[src/rtl/spi_pkg.sv]
// spi_pkg: shared FSM state encoding and {cpol,cpha} mode constants for the SPI master
package spi_pkg;
    typedef enum logic [1:0] {IDLE, SETUP, XFER, HOLD} state_t;
    localparam logic [1:0] MODE0 = 2'b00;
    localparam logic [1:0] MODE1 = 2'b01;
    localparam logic [1:0] MODE2 = 2'b10;
    localparam logic [1:0] MODE3 = 2'b11;
endpackage

[src/rtl/spi_clk_gen.sv]
// spi_clk_gen: DIV-cycle half-period timer giving an edge strobe and a leading/trailing flag
module spi_clk_gen
    import spi_pkg::*;
#(
    parameter int DIV = 4
) (
    input  logic clk,
    input  logic rst,
    input  logic en,
    input  logic run,
    output logic tick,
    output logic lead
);
    localparam int CW = DIV > 1 ? $clog2(DIV) : 1;
    logic [CW-1:0] cnt;
    logic          ph;
    assign tick = en && cnt == CW'(DIV - 1);
    assign lead = !ph;
    // phase restarts outside XFER so the first XFER strobe is always a leading edge
    always_ff @(posedge clk or posedge rst)
        if (rst) begin
            cnt <= '0;
            ph  <= 1'b0;
        end else begin
            cnt <= (!en || tick) ? '0 : cnt + 1'b1;
            ph  <= !run ? 1'b0 : ph ^ tick;
        end
endmodule

[src/rtl/spi_master_param.sv]
// spi_master_param: full-duplex MSB-first SPI master, all CPOL/CPHA modes, one-hot active-low chip selects
// Define SPI_LOOPBACK_EN to sample the internal mosi instead of the miso pin.
module spi_master_param
    import spi_pkg::*;
#(
    parameter int DATA_W = 16,
    parameter int DIV    = 4,
    parameter int NUM_CS = 2,
    parameter int CS_W   = NUM_CS > 1 ? $clog2(NUM_CS) : 1
) (
    input  logic                        clk,
    input  logic                        rst,
    input  logic                        start,
    input  logic [CS_W-1:0]             cs_sel,
    input  logic                        cpol,
    input  logic                        cpha,
    input  logic [DATA_W-1:0]           tx_data,
    input  logic                        miso,
    output logic [DATA_W-1:0]           rx_data,
    output logic                        busy,
    output logic                        done,
    output logic                        sclk,
    output logic                        mosi,
    output logic [NUM_CS-1:0]           cs_n,
    output logic [$clog2(DATA_W+1)-1:0] bit_cnt
);
    localparam int BW = $clog2(DATA_W + 1);
    state_t            state, nxt;
    logic [DATA_W-1:0] tx_sh, rx_sh;
    logic [CS_W-1:0]   cs_q;
    logic              cpol_q, cpha_q, tick, lead, go, last, smp, drv, sbit;

    spi_clk_gen #(.DIV(DIV)) u_clk_gen (
        .clk  (clk),
        .rst  (rst),
        .en   (busy),
        .run  (state == XFER),
        .tick (tick),
        .lead (lead)
    );

    assign go   = state == IDLE && start;
    // the final edge is a trailing one; bit_cnt tells us whether it still has a sample to take
    assign last = state == XFER && tick && !lead && bit_cnt == (cpha_q ? BW'(1) : BW'(0));
    assign smp  = state == XFER && tick && (lead ^ cpha_q);
    assign drv  = state == XFER && tick && (cpha_q ? lead : !lead && !last);
`ifdef SPI_LOOPBACK_EN
    assign sbit = mosi;
`else
    assign sbit = miso;
`endif

    always_ff @(posedge clk or posedge rst)
        if (rst) state <= IDLE;
        else     state <= nxt;

    always_comb
        nxt = state == IDLE  ? (start ? SETUP : IDLE) :
              state == SETUP ? (tick ? XFER : SETUP) :
              state == XFER  ? (last ? HOLD : XFER) :
                               (tick ? IDLE : HOLD);

    // out-of-range cs_sel shifts the one-hot mask out entirely, leaving every line high
    always_comb begin
        busy = state != IDLE;
        cs_n = busy ? ~(NUM_CS'(1) << cs_q) : '1;
    end

    always_ff @(posedge clk or posedge rst)
        if (rst) begin
            tx_sh   <= '0;
            rx_sh   <= '0;
            rx_data <= '0;
            cs_q    <= '0;
            cpol_q  <= 1'b0;
            cpha_q  <= 1'b0;
            sclk    <= 1'b0;
            mosi    <= 1'b0;
            done    <= 1'b0;
            bit_cnt <= '0;
        end else begin
            done <= state == HOLD && tick;
            if (go) begin
                cs_q    <= cs_sel;
                cpol_q  <= cpol;
                cpha_q  <= cpha;
                sclk    <= cpol;
                bit_cnt <= BW'(DATA_W);
                rx_sh   <= '0;
                tx_sh   <= cpha ? tx_data : tx_data << 1;
                mosi    <= cpha ? mosi : tx_data[DATA_W-1];
            end
            if (state == XFER && tick) sclk <= ~sclk;
            if (drv) begin
                mosi  <= tx_sh[DATA_W-1];
                tx_sh <= tx_sh << 1;
            end
            if (smp) begin
                rx_sh   <= {rx_sh[DATA_W-2:0], sbit};
                bit_cnt <= bit_cnt - 1'b1;
            end
            if (state == HOLD && tick) rx_data <= rx_sh;
        end
endmodule

[config.mk]
export PLATFORM = sky130hd
export DESIGN_NAME = spi_master_param
export DESIGN_NICKNAME = d
export VERILOG_FILES = /design/src/rtl/spi_pkg.sv /design/src/rtl/spi_clk_gen.sv /design/src/rtl/spi_master_param.sv
export SDC_FILE = /design/constraint.sdc
export NUM_CORES = 1
export LEC_CHECK = 0
export ABC_AREA = 1
export CELL_PAD_IN_SITES_DETAIL_PLACEMENT = 1
export CELL_PAD_IN_SITES_GLOBAL_PLACEMENT = 1
export CORE_UTILIZATION = 42
export CTS_CLUSTER_SIZE = 14
export DETAILED_ROUTE_END_ITERATION = 6
export GPL_TIMING_DRIVEN = 0
export PLACE_DENSITY_LB_ADDON = 0.1
export SLEW_MARGIN = 20
export SYNTH_ARGS = -nofsm -noshare
export SYNTH_HDL_FRONTEND = slang
export SYNTH_SLANG_ARGS = --single-unit
[constraint.sdc]
create_clock -name clk -period 4.2 [get_ports clk]
set_input_delay 0.42 -clock clk [delete_from_list [all_inputs] [get_ports clk]]
set_output_delay 0.42 -clock clk [all_outputs]
set_load 0.005 [all_outputs]
==> run summary <==
status: completed
Worst Path Buf+Inv: 3
crit-path cells: inv_1 > nand2_2 > inv_1 > or2_2 > clkdlybuf4s50_1
Post-DP Area: 3674 sq um
Resized cells post-CTS: 0
Placer Congestion: 0.7778
Layout Cells excl Fill: 538
yosys warns: 0
Post-Syn Area: 3033 sq um
relative slew slack: 71.69%
CTS Root Cell: clkbuf_8
GR Util met3: 5.308%
Hold Vio Cnt, Final: 0
layout net count: 462
Fmax achieved: 0.4592 GHz
First-pass DRT Iterations: 4
Cell variety after synth: 26
met2 Usage GRT: 38.80%
fin crit period: 2.178 ns
#FFs+latches synth: 63
diode count: 0
slowest cell delay on critical path: 0.45 ns
slowest cell on the critical path: clkdlybuf4s50_1
r2r setup slk: 2.43 ns
clk sink count: 63
startpoint types: register
crit path max fanout: 4
TNS Setup: 0 ns
Wirelength per Cell: 13.57 microns
final setup fails: 0
dpl cells: 522
DRC viols: 0
Routed Antenna Nets: 0
Clock Latency Late Sink: 0.34 ns
layout cell share with drive strength beyond 1: 8.824%
Via-to-Cell Ratio: 4.846
synthesis-to-layout area growth: 28.14%
pin count of the biggest net entering global routing: 55
Starting DRT DRC Count: 49
drt total wl: 7302 microns
Syn Nets: 401
pre-CTS WS: 2.268 ns
Worst EP arrival: 1.76 ns
Initial Utilization: 44.15%
Die W: 86.98 microns
Core Box Area: 6869 sq um
Avg Inst Size Synth: 8.066 sq um
Setup Fix Bufs, Post-CTS: 0
global route overflow: 0
period utilization: 51.85%
synthesized instance count: 376
Final Cell Area: 3886 sq um
CP endpoint kind: output pin
PD cells: 673.1 nW/um^2
Most Frequent Cell on Critical Path: inv_1
first-pass GRT wire length: 13100 microns
vias post-DR: 2607
GRT Overall Usage: 22.47%
Core Rows: 30
gr busiest metal: met2
Req. time, crit path: 3.78 ns
die area: 7565 sq um
Finished Core Util: 56.58%
worst slew pin tran: 0.4246 ns
max-slew violations: 0
critical path type: register to output pin
Layout fillers: 860
Longest Clk Path Bufs: 2
CP top delay family: buffers and inverters
Max VDD drop: 0.2190 mV
number of top-level pins: 50
Hold Buf Count CTS: 0
leak pwr: 0.001963 uW
Worst Hold Class: input port to async pin
sequential-to-total area share from yosys stat: 51.98%
htree depth: 3
initial antenna violation count: 0
max cap viols: 0
CTS tree: yes
Port Buf Inserts: 49
CTS buffer count: 9
HPWL Detailed: 5335 microns
RSZ-0062 raised after global routing: false
Reg clk slew, reported paths: 0.07 ns
grt met1 use: 27.92%
vias in the first global route: 2783
Die Ht: 86.98 microns
skew final: 0.006831 ns
fin worst setup slack: 2.022 ns
-- synth_stat cells --
cell        n  area (sq um)
clkbuf_1    4         15.01
buf_2       9         45.04
o21bai_1    1         7.510
o21ai_0    33         165.2
o211ai_1    1         7.510
xor2_1      1         8.760
o22ai_1    18         112.6
or2_2       1         6.260
nand3_1    34         170.2
nor3_1      2         10.01
dfrtp_1    63          1577
nor3b_1     1         7.510
buf_4       1         7.510
nand2_4     2         22.52
nor2_2      1         6.260
xnor2_1     3         26.28
a21oi_1     1         5.000
nor2_1      8         30.03
inv_1      62         232.7
ha_1        2         25.02
nand2_1   117         439.2
o21ai_1     3         15.01
nand2_2     1         6.260
nor2_4      2         22.52
buf_6       4         45.04
nand3_4     1         17.52
-- power breakdown --
group / internal [uW] / leakage, uW / switching [uW] / total, uW
Combinational: 479 / 0.00106 / 563 / 1040
Clock: 332 / 0.000102 / 241 / 573
Sequential: 864 / 0.000801 / 138 / 1000
Total: 1670 / 0.00196 / 941 / 2620
-- metrics by stage --
stage / power [uW] / hold WS (ns)
after global placement: 1993 / 0.4273
after CTS: 2648 / 0.3282
final: 2616 / 0.3318
after global routing: 2836 / 0.3549
after floorplan: 1637 / 0.4150
after detailed placement: 2060 / 0.4414
-- state kept, by name (all words and copies together), names as in the netlist --
name           count
done               1
sclk               1
rx_data           16
tx_sh             16
mosi               1
cpha_q             1
rx_sh             16
u_clk_gen.ph       1
u_clk_gen.cnt      2
bit_cnt            5
state              2
cs_q               1
-- cell type report --
cell class                 count  area (sq um)  share of cell area (%)
buffer                        18         112.6                   2.898
clock buffer                  10         127.6                   3.284
clock inverter                 6         85.08                   2.189
inverter                      62         235.2                   6.053
multi-input combinational    233          1111                   28.59
sequential                    63          1577                   40.57
tap                           96         120.1                   3.091
timing repair buffer          50         518.0                   13.33
-- layer usage --
layer / vias to the layer above / wire length (microns)
met5: - / 0
met2: 63 / 3720
met3: 7 / 295
li1: 1294 / -
met4: 0 / 99
met1: 1243 / 3186
-- worst paths after layout --
kind	start	endpoint	cells after the start
min	rst	cs_q	2
max	state[1]	cs_n[0]	5
max reg2reg	u_clk_gen.cnt[0]	rx_data[6]	6
min reg2reg	u_clk_gen.cnt[0]	u_clk_gen.cnt[0]	1
min in group clk	u_clk_gen.cnt[0]	u_clk_gen.cnt[0]	1
max in group asynchronous	rst	bit_cnt[0]	3
-- kinds of logic (layout without fill, tap and decap cells) --
family,after synthesis,in the layout,synth area share [%]
AO/OA/AOI/OAI,57,57,10.31
buffers and inverters,80,146,11.39
XOR/XNOR,4,4,1.155
flip-flops,63,63,51.98
adder cells (fa/ha/maj),2,2,0.8250
AND/OR/NAND/NOR,170,170,24.34
-- cell usage in the layout (no fill, tap or decap), drive strengths merged, types with 2 or more instances in the layout --
master and count:
nand2 120, o21ai 36, bufinv 2, nor3 2
xnor2 3, nand3 35, o22ai 18, nor2 11
clkinvlp 2, dfrtp 63, buf 15, clkdlybuf4s50 49
inv 62, clkinv 2, clkbuf 14, ha 2
(Power assumes the default switching activity.)
==> patch 1: new RTL, same settings <==
Make the reset (`rst`) synchronous in 3 clocked blocks.
--- a/src/rtl/spi_clk_gen.sv
+++ b/src/rtl/spi_clk_gen.sv
@@ -17,7 +17,7 @@
     assign tick = en && cnt == CW'(DIV - 1);
     assign lead = !ph;
     // phase restarts outside XFER so the first XFER strobe is always a leading edge
-    always_ff @(posedge clk or posedge rst)
+    always_ff @(posedge clk)
         if (rst) begin
             cnt <= '0;
             ph  <= 1'b0;
--- a/src/rtl/spi_master_param.sv
+++ b/src/rtl/spi_master_param.sv
@@ -50,7 +50,7 @@
     assign sbit = miso;
 `endif
 
-    always_ff @(posedge clk or posedge rst)
+    always_ff @(posedge clk)
         if (rst) state <= IDLE;
         else     state <= nxt;
 
@@ -66,7 +66,7 @@
         cs_n = busy ? ~(NUM_CS'(1) << cs_q) : '1;
     end
 
-    always_ff @(posedge clk or posedge rst)
+    always_ff @(posedge clk)
         if (rst) begin
             tx_sh   <= '0;
             rx_sh   <= '0;
Check against the original RTL: differs if rst is asserted again (counterexample within 4 cycles, from zero or initial values and one cycle with rst high); with rst held inactive, the same outputs for 10 cycles.
==> patch 1 against the unedited design <==
Fmax up 7.5%; sequential cell count unchanged; synthesized cell count increased by 11%; synthesized area is 5.4% lower; setup slack gained 0.15 ns; non-clock buffer count is 5 higher; count of clock-buffer cells in the layout up 1; final area shrank 6.0%; utilization is essentially flat; routed wire length up 11%; final cell count grew 4.1%; hold slack better by 0.091 ns; critical endpoint is now cs_n[1]; largest cell class is now multi-input gates.
Power is not compared: it rests on default switching activity, and its combinational part moved more than twofold at a synthesized area within 25%.
==> patch 1: results (changes against the unedited design) <==
- Clk Latency, worst-skew pair: 0.34 ns (about the same)
- Nets@finish: 504 (+9.1%)
- Gr usage total: 24.6% (+2.2 points)
- Outcome: complete, no violations
- Via density per instance: 5.19 (+7.2%)
- Initial DRC count: 90 (+84%)
- Placed instance area: 0.00346 mm2 (-5.9%)
- Crit-path max cell delay: 0.49 ns (+0.04 ns)
- Yosys cell types: 26 (unchanged)
- Post-DP HPWL: 5.76 mm (+8.1%)
- Max VDD drop: 0.000190 V
- Hold Fails Final Rpt: 0 (unchanged)
- Critical path's top delay family: buffers and inverters
- Layout cells sized above 1: 7.87% (-0.96 points)
- CTS root buf: clkbuf_8
- Routed wire length: 8.08 mm (+11%)
- Drt drc: 0 (unchanged)
- First-pass GRT wire length: 14.1 mm (+7.5%)
- Diode count: 0 (unchanged)
- HP Class: reg2reg
- Initial antenna violation count: 0 (unchanged)
- H-tree lvl count: 3 (unchanged)
- Largest net degree at the start of global routing: 11 (-80%)
- Syn nets: 444 (+11%)
- Vias in the first global route: 3,064 (+10%)
- Initial DRT Pass Iterations: 6 (+2)
- Slowest stage cell on the critical path: clkdlybuf4s50_1
- Gp weighted congestion: 0.769 (-1.1%)
- Top cells by area, synth: dfxtp_1, nand2_1, nand3_1
- Post-synthesis sequential area ratio: 43.9% (-8.0 points)
- Cts bufs inserted: 9 (unchanged)
- Skew final: 0.00436 ns (-0.00247 ns)
- Number of port buffers: 49 (unchanged)
- Filler Cell Count: 870 (+1.2%)
- CP max FO: 5 (+1)
- CP Data Arrival Time: 1.61 ns (-0.15 ns)
- Relative slew slack: 63.7% (-8.0 points)
- LEAKAGE: 1.53 nW
- Clk slew on worst S/H paths: 0.07 ns (about the same)
- Post-synth ARST share: 0% (-100 points)
- Reg2Reg Setup Slack: 2.39 ns (-0.04 ns)
- Resized Gates After CTS: 0 (unchanged)
- Synth cell count leaders: nand2_1, nand3_1, dfxtp_1
- Syn. warnings: 0 (unchanged)
patch 1: cell count changes after synthesis, sizes merged, moves of 11 or more:
cell,unedited run,this run
dfrtp,63,0
dfxtp,0,63
a21oi,1,40
nand3,35,73
o22ai,18,1
inv,62,48
o21ai,36,25
patch 1: logic make-up after synthesis:
logic type | synth area share (%)
buffers and inverters | 10.3
XOR/XNOR | 0.610
adder cells (fa/ha/maj) | 0.872
AND/OR/NAND/NOR | 32.1
AO/OA/AOI/OAI | 12.1
flip-flops | 43.9
patch 1: layout make-up:
| cell class | instances | area, um2 | share of cell area (%) |
|---|---|---|---|
| repair buffers | 49 | 490 | 13.4 |
| clock buffers | 11 | 151 | 4.14 |
| inverters | 48 | 180 | 4.93 |
| flip-flops and latches | 63 | 1260 | 34.5 |
| well taps | 77 | 96.3 | 2.64 |
| plain buffers | 24 | 116 | 3.18 |
| multi-input cells | 284 | 1310 | 35.9 |
| clock inverters | 4 | 45.0 | 1.23 |
patch 1: through the flow:
stage / cells / util, % / power, mW / worst slack [ns] / hold WS (ns)
2_1_floorplan: 419 / - / 0.699 / 2.79 / 0.398
3_3_place_gp: 545 / 53.5 / 0.749 / 2.19 / 0.409
3_5_place_dp: 545 / 53.5 / 0.755 / 2.16 / 0.416
4_1_cts: 560 / 56.6 / 1.28 / 2.16 / 0.426
5_1_grt: 560 / 56.6 / 1.32 / 2.04 / 0.450
6_report: 560 / 56.6 / 1.27 / 2.17 / 0.423
patch 1: worst paths after layout:
check / from / endpoint / cells past startpoint
max: state[0]$_SDFF_PP0_ / cs_n[1] / 4
min: u_clk_gen.cnt[0]$_SDFF_PP0_ / u_clk_gen.cnt[0]$_SDFF_PP0_ / 1
max reg2reg: u_clk_gen.cnt[0]$_SDFF_PP0_ / mosi$_SDFFE_PP0P_ / 7
min reg2reg: u_clk_gen.cnt[0]$_SDFF_PP0_ / u_clk_gen.cnt[0]$_SDFF_PP0_ / 1
patch 1: where the power goes:
part	switching [mW]	total, mW	leakage (nW)	internal [mW]
clock	0.227	0.527	0.105	0.300
sequential	0.00942	0.621	0.511	0.612
combinational	0.0688	0.121	0.919	0.0521
patch 1: metal layers:
| metal | track usage (%) | vias up | share of wire [%] |
|---|---|---|---|
| met2 | 42.4 | 42 | 48 |
| met4 | 7.40 | 0 | 1.2 |
| li1 | - | 1474 | - |
| met3 | 5.80 | 8 | 3.2 |
| met1 | 30.6 | 1385 | 47 |
| met5 | 0 | - | 0 |
patch 1: worst reg2reg max path: stages, from the launching register on:
cell,delay [ns]
dfxtp_1,0.34
ha_1,0.28
nand3_2,0.19
nor2_4,0.26
nand2_2,0.14
buf_4,0.21
o21ai_1,0.21
nor2_1,0.08
==> patch 2: new RTL, same settings <==
Without the edit above. Change the parameter `NUM_CS` from 2 to 4.
--- a/src/rtl/spi_master_param.sv
+++ b/src/rtl/spi_master_param.sv
@@ -5,7 +5,7 @@
 #(
     parameter int DATA_W = 16,
     parameter int DIV    = 4,
-    parameter int NUM_CS = 2,
+    parameter int NUM_CS = 4,
     parameter int CS_W   = NUM_CS > 1 ? $clog2(NUM_CS) : 1
 ) (
     input  logic                        clk,
Interface: changed (resized cs_n and cs_sel); port bits go from 50 to 53. The function was not compared with the original's and may differ.
==> patch 2 against the unedited design <==
Final area grew 2.2%; first-iteration DRC count grew 73%; fmax up 9.1%; sequential cell count rose by 1; power is 5.9% lower; routed wire length up 0.88%; setup slack gained 0.18 ns; highest routed layer unchanged; synthesized area increased by 2.9%.
==> patch 2: results (changes against the unedited design) <==
- Reg power frac: 40.8% (+2.5 points)
- Synth Area in XOR/XNOR: 1.36% (+0.21 points)
- Final WS setup: 2.20 ns (+0.181 ns)
- Post-DP HPWL: 5.52 mm (+3.5%)
- Yosys cell types: 28 (+7.7%)
- Met1 Resource Use GR: 27.3% (-0.61 points)
- Post-synthesis sequential area ratio: 51.3% (-0.66 points)
- Synth cell count leaders: nand2_1, dfrtp_1, inv_1
- Critical path's top delay family: buffers and inverters
- Initial DRC count: 85 (+73%)
- CTS max path bufs: 2 (unchanged)
- Max VDD drop: 0.000188 V (-14%)
- Mean Syn Cell Area: 8.13 um2 (+0.74%)
- Via density per instance: 4.85 (about the same)
- Met3 Resource Use GR: 4.15% (-1.2 points)
- Post-route cell area: 0.00397 mm2 (+2.2%)
- Wire length on met3: 214 um (-27%)
- Global-route met2 utilization: 37.4% (-1.4 points)
- Top cells by area, synth: dfrtp_1, nand2_1, inv_1
- WHS: 0.426 ns (+0.0944 ns)
- Crit-path max cell delay: 0.50 ns (+0.05 ns)
- Layout cells sized above 1: 9.29% (+0.47 points)
- Largest net degree at the start of global routing: 36 (-35%)
- Syn nets: 410 (+2.2%)
- Number of port buffers: 52 (+6.1%)
- Skew final: 0.0118 ns (+0.00498 ns)
- Gr usage total: 21.7% (-0.74 points)
- LEAKAGE: 1.99 nW (+1.1%)
- Gp weighted congestion: 0.751 (-3.4%)
- Pre-CTS setup slack: 2.34 ns (+0.0691 ns)
- Initial antenna violation count: 0 (unchanged)
- Met2 Wirelength: 3.74 mm (+0.40%)
- DP Cell Count: 536 (+2.7%)
- CP max FO: 9 (+5)
- Reg2Reg Setup Slack: 2.48 ns (+0.05 ns)
- CP Data Arrival Time: 1.58 ns (-0.18 ns)
- First-pass GRT wire length: 12.9 mm (-1.3%)
- Fraction of the mapped netlist area in adder cells: 0.802% (-0.023 points)
- Filler Cell Count: 912 (+6.0%)
- Relative slew slack: 66.1% (-5.5 points)
- Syn. warnings: 0 (unchanged)
- Clock group power: 0.509 mW (-11%)
- Sw Ratio: 35.3% (-0.70 points)
- DR vias: 2,672 (+2.5%)
- Clock share of power: 20.7% (-1.2 points)
- M1 wire length: 3.31 mm (+4.0%)
- Drt wl/cell: 13.4 um (-1.5%)
- Compound-cell area share of the yosys netlist: 10.5% (+0.19 points)
- Outcome: complete, no violations
- Vias in the first global route: 2,761 (-0.79%)
- Nets@finish: 474 (+2.6%)
- Placed instance area: 0.00379 mm2 (+3.1%)
==> patch 2: cell types whose count changed in the layout (fill, tap and decap cells not counted), sizes merged, moves of 2 or more <==
cell and change:
nand3 +5, nand2 -4, clkdlybuf4s50 +3, o21ai +3, clkinv +2, inv +2
==> patch 2: worst paths after layout <==
path,to,cells past startpoint
hold reg to reg,u_clk_gen.cnt[0]$_DFF_PP0_,1
setup reg to reg,rx_data[4]$_DFFE_PP0P_,8
max in group asynchronous,tx_sh[13]$_DFFE_PP0P_,3
min in group clk,u_clk_gen.cnt[0]$_DFF_PP0_,1
hold / removal,rx_sh[2]$_DFFE_PP0P_,2
setup / recovery,cs_n[1],4
==> patch 2: layout make-up <==
class                           instances  area share [%]
Tap cell                               99            3.12
Timing Repair Buffer                   53            13.6
Inverter                               64            6.11
Multi-Input combinational cell        236            28.9
Buffer                                 20            3.31
Sequential cell                        64            40.3
Clock buffer                            9            3.12
Clock inverter                          6            1.54
